==> config.mk <==
export PLATFORM = sky130hd
export DESIGN_NAME = priority_encoder
export DESIGN_NICKNAME = d
export VERILOG_FILES = /design/src/rtl/priority_encoder.sv
export SDC_FILE = /design/constraint.sdc
export NUM_CORES = 1
export LEC_CHECK = 0
export BUFFER_PORTS_ARGS = -buffer_cell sky130_fd_sc_hd__clkbuf_2
export CAP_MARGIN = 30
export CORE_AREA = 5 5 42 44
export DETAILED_ROUTE_END_ITERATION = 6
export DIE_AREA = 0 0 47 49
export HOLD_SLACK_MARGIN = 0.05
export MAX_ROUTING_LAYER = met4
export SLEW_MARGIN = 20
export SYNTH_ARGS = -nofsm -noshare
export SYNTH_HDL_FRONTEND = slang
export SYNTH_SLANG_ARGS = --single-unit
==> constraint.sdc <==
create_clock -name clk -period 0.8 [get_ports clk]
set_input_delay 0.16 -clock clk [delete_from_list [all_inputs] [get_ports clk]]
set_output_delay 0.16 -clock clk [all_outputs]
set_load 0.02 [all_outputs]
==> src/rtl/priority_encoder.sv <==
// Registered priority encoder: index, one-hot mask and valid flag of the
// winning request bit, one clock after sampling.
module priority_encoder #(
    parameter int unsigned WIDTH     = 8,
    parameter int unsigned YW        = $clog2(WIDTH),
    parameter bit          MSB_FIRST = 1'b1
) (
    input  logic             clk,
    input  logic             rst_n,
    input  logic [WIDTH-1:0] a,
    output logic [YW-1:0]    y,
    output logic             valid,
    output logic [WIDTH-1:0] onehot
);

    logic [YW-1:0]    y_d, y_q;
    logic             valid_d, valid_q;
    logic [WIDTH-1:0] onehot_d, onehot_q;
    logic [YW-1:0]    idx;

    // Scan from lowest to highest priority; the last hit seen is the winner.
    always_comb begin
        y_d      = '0;
        valid_d  = 1'b0;
        onehot_d = '0;
        idx      = '0;
        for (int unsigned i = 0; i < WIDTH; i++) begin
            idx = MSB_FIRST ? YW'(i) : YW'(WIDTH - 1 - i);
            if (a[idx]) begin
                y_d           = idx;
                valid_d       = 1'b1;
                onehot_d      = '0;
                onehot_d[idx] = 1'b1;
            end
        end
    end

    always_ff @(posedge clk or negedge rst_n) begin
        if (!rst_n) begin
            y_q      <= '0;
            valid_q  <= 1'b0;
            onehot_q <= '0;
        end else begin
            y_q      <= y_d;
            valid_q  <= valid_d;
            onehot_q <= onehot_d;
        end
    end

    assign y      = y_q;
    assign valid  = valid_q;
    assign onehot = onehot_q;

endmodule

==> run_results.csv <==
group,metric,value,unit
setup_path,critical_path.top_delay_family,"flip-flops",
layout,n_antenna_cell,0,
clock_network,tritoncts.num_buffers,3,
placed_design,placed_cells_incl_taps,76,
yosys,synth_xor_xnor_area_share,0,
clock_network,clk_path_buf_depth,2,
timing,grt_setup_unrepaired,"true",
die,die_height,49,um
die,start_util,0.2991,
layout,multi_input_comb_area,112.6,um^2
global_routing,grtUsageTotal,0.09861,
yosys,post_synth_num_cell_types,14,
timing,tightest_slew,0.2961,ns
layout,finish.cell_count_without_fillers,81,
layout,syn2layout_area_growth,74.33,%
clock_network,cts_tree,"built",
pwr,share_clk_of_total_power,0.368,
global_routing,grt_overflow,0,
hold_path,hold_path_depth,2,
setup_path,cpPeakStageDelay,0.39,ns
layout,filler_cell_count,135,
pwr,internal-power,0.0009863,W
job,timing.max_cap.violations,0,
timing,timing.setup.tns,-1.570,ns
hold_path,hp-start,"a[0]",
outcome,violations,"negative setup slack",
pwr,power-per-cell-area,1744,mW/mm^2
layout,drive_gt1_frac,0.5538,
timing,hold_violations,0,
routing,vias_per_cell,4.296,
setup_path,crit_path_max_fanout,1,
setup_path,endpoint_kind,"output port",
yosys,postSynthRegisterBits,12,
global_routing,wire_length_of_the_first_global_routing_pass,1.531,mm
hold_path,min_delay_worst_endpoint,"valid",
pwr,vdd_drop_max,0.9279,mV
die,die_w,47,um
outcome,result_of_the_run,"finished with violations",
yosys,yosys.area_share.adder,0,
hold_path,hold_path.class,"in -> reg",
yosys,synth_sequential_area_ratio,0.7164,
setup_path,critical_path_required,0.64,ns
clock_network,clk_pin_slew_worst_paths,0.08,ns
layout,ff_latch_area,300.3,um^2
yosys,syn_inst,31,
pwr,pwr-share-comb,0.136,
pwr,sequentialPowerShare,0.496,
yosys,synth.net_count,41,
clock_network,ctsRootBufferMaster,"clkbuf_4",
global_routing,number_of_global_route_vias_before_repair,361,
setup_path,worstSetupStartpointType,"register",
global_routing,grt_start_max_net_pins,13,
timing,maxSlewHeadroom,0.8026,
clock_network,cts_sinks,12,
clock_network,ctsHtreeMaxLevel,1,
die,fp-row-count,14,
routing,wl,954,um
setup_path,worstPathCellList,"buf_6",
clock_network,post_cts.repair.setup_buffers,0,
setup_path,setup.worst_path.class,"reg -> out",
pwr,leakage,0.3633,nW
setup_path,cp_data_arrival_time,0.79,ns
die,core_area,0.001401,mm^2
yosys,post_synth_mux_area_share,0,
yosys,syn_area,419.2,um^2
timing,fin_crit,0.9474,ns
placed_design,detailed_place_hpwl,750.9,um
yosys,compound_gate_fraction_of_synth_area,0.05970,
yosys,synth_top_area_share,0.7164,
routing,detail_route.wl_per_cell,11.78,um
setup_path,critical_path.n_buffers_inverters,1,
routing,drc,0,
yosys,synth_warnings,0,
setup_path,critPathSlowestCell,"dfrtp_1",
die,top_level_ports,22,
pwr,p_switching,0.0002882,W
placed_design,port_buffers,21,
routing,first_pass_iters,4,
layout,final_nets,76,
global_routing,grt_antenna_before_repair,0,
timing,period_utilisation_layout,1.184,
timing,timing_max_transition_violations_final,0,
yosys,post_synth_main_area_contributors,"dfrtp_1, nor4_4, o31ai_1",
routing,dr.first_iter.drc_count,2,
yosys,synthSimpleGateAreaFrac,0.1970,
yosys,post_synth.cell_area_avg,13.52,um^2
timing,setup_slack,-0.1474,ns
timing,fmaxAchievable,1.055,GHz
routing,num_vias,348,
yosys,synth_area_leader_cell,"dfrtp_1",
timing,setup_viol,12,
die,die_area,0.002303,mm^2
routing,drt.antenna.violating_nets,0,
placed_design,final_estimated_routing_congestion_in_global_placement,0.6926,
pwr,power_switching_share,0.2261,
yosys,dominant_combinational_cell_family_by_area_after_synthesis,"simple AND/OR/NAND/NOR gates",
## routing by layer
layer | global-route usage | part of all wire | vias to the layer above | wire length (um)
li1 | - | - | 173 | -
met1 | 0.1048 | 0.38 | 157 | 360
met2 | 0.1471 | 0.50 | 18 | 475
met3 | 0.03321 | 0.12 | 0 | 117
met4 | 0.06912 | 0 | 0 | 0
met5 | - | 0 | - | 0
## synth_stat cells
cell     number
nor4b_1       1
nor2_1        3
o31ai_1       2
nor3b_1       1
nand2_1       1
nor4_4        1
inv_1         2
or3_1         1
a21oi_1       2
and2_1        2
nor3_1        1
inv_2         1
dfrtp_1      12
and3_1        1
## power groups by stage
stage	combinational, W	clock (W)	sequential [W]
finish	0.000173	0.000469	0.000632
global route	0.000189	0.000539	0.000633
CTS	0.000152	0.000491	0.000628
floorplan	0.0000233	0	0.000664
detailed placement	0.000148	0	0.000640
global placement	0.000146	0	0.000640
## layout by cell type (no fill, tap or decap), drive strengths merged
cell	n
buf	20
clkbuf	13
dfrtp	12
nor2	3
inv	3
o31ai	2
a21oi	2
and2	2
nor4b	1
nor4	1
nor3	1
and3	1
nand2	1
nor3b	1
or3	1
dlygate4sd3	1
## what timing repair did
action                     CTS  global route
setup endpoints to repair   12            14
resized for setup            0            37
hold buffers                 1             0
pin swaps                    0             2
hold endpoints to repair    12             0
## cell type report
class | instances | area share
Sequential cell | 12 | 0.4110
Timing Repair Buffer | 30 | 0.3425
Multi-Input combinational cell | 16 | 0.1541
Clock buffer | 4 | 0.04966
Tap cell | 16 | 0.02740
Inverter | 3 | 0.01541
## flip-flops by register name, summed over array words and instances, names as in the netlist
name / cells
y: 3
valid: 1
onehot: 8
## how the worst max path moves through the flow
stage / start / to / slack [ns] / cells after the start
2_1_floorplan: a[4] / valid / -0.18 / 3
3_3_place_gp: a[4] / valid / -0.26 / 4
3_5_place_dp: a[4] / valid / -0.27 / 4
4_1_cts: y[1] / y[1] / -0.17 / 1
5_1_grt: onehot[6] / onehot[6] / -0.19 / 1
6_report: y[1] / y[1] / -0.15 / 1
## metrics by stage
stage	hold slack, ns	util	worst slack, ns	cell area [um^2]	total power (W)
2_1_floorplan	-0.1356	-	-0.1846	419.2	0.0006877
3_3_place_gp	0.04981	0.4313	-0.2640	604.3	0.0007858
3_5_place_dp	0.05743	0.4313	-0.2728	604.3	0.0007882
4_1_cts	0.08135	0.4643	-0.1713	650.6	0.001272
5_1_grt	0.07969	0.5214	-0.1879	730.7	0.001361
6_report	0.09156	0.5214	-0.1474	730.7	0.001275
## logic make-up after synthesis
| group | Yosys count |
|---|---|
| compound gates | 4 |
| buf+inv | 3 |
| flops | 12 |
| simple gates | 12 |
Power figures use the tool's default switching activity.
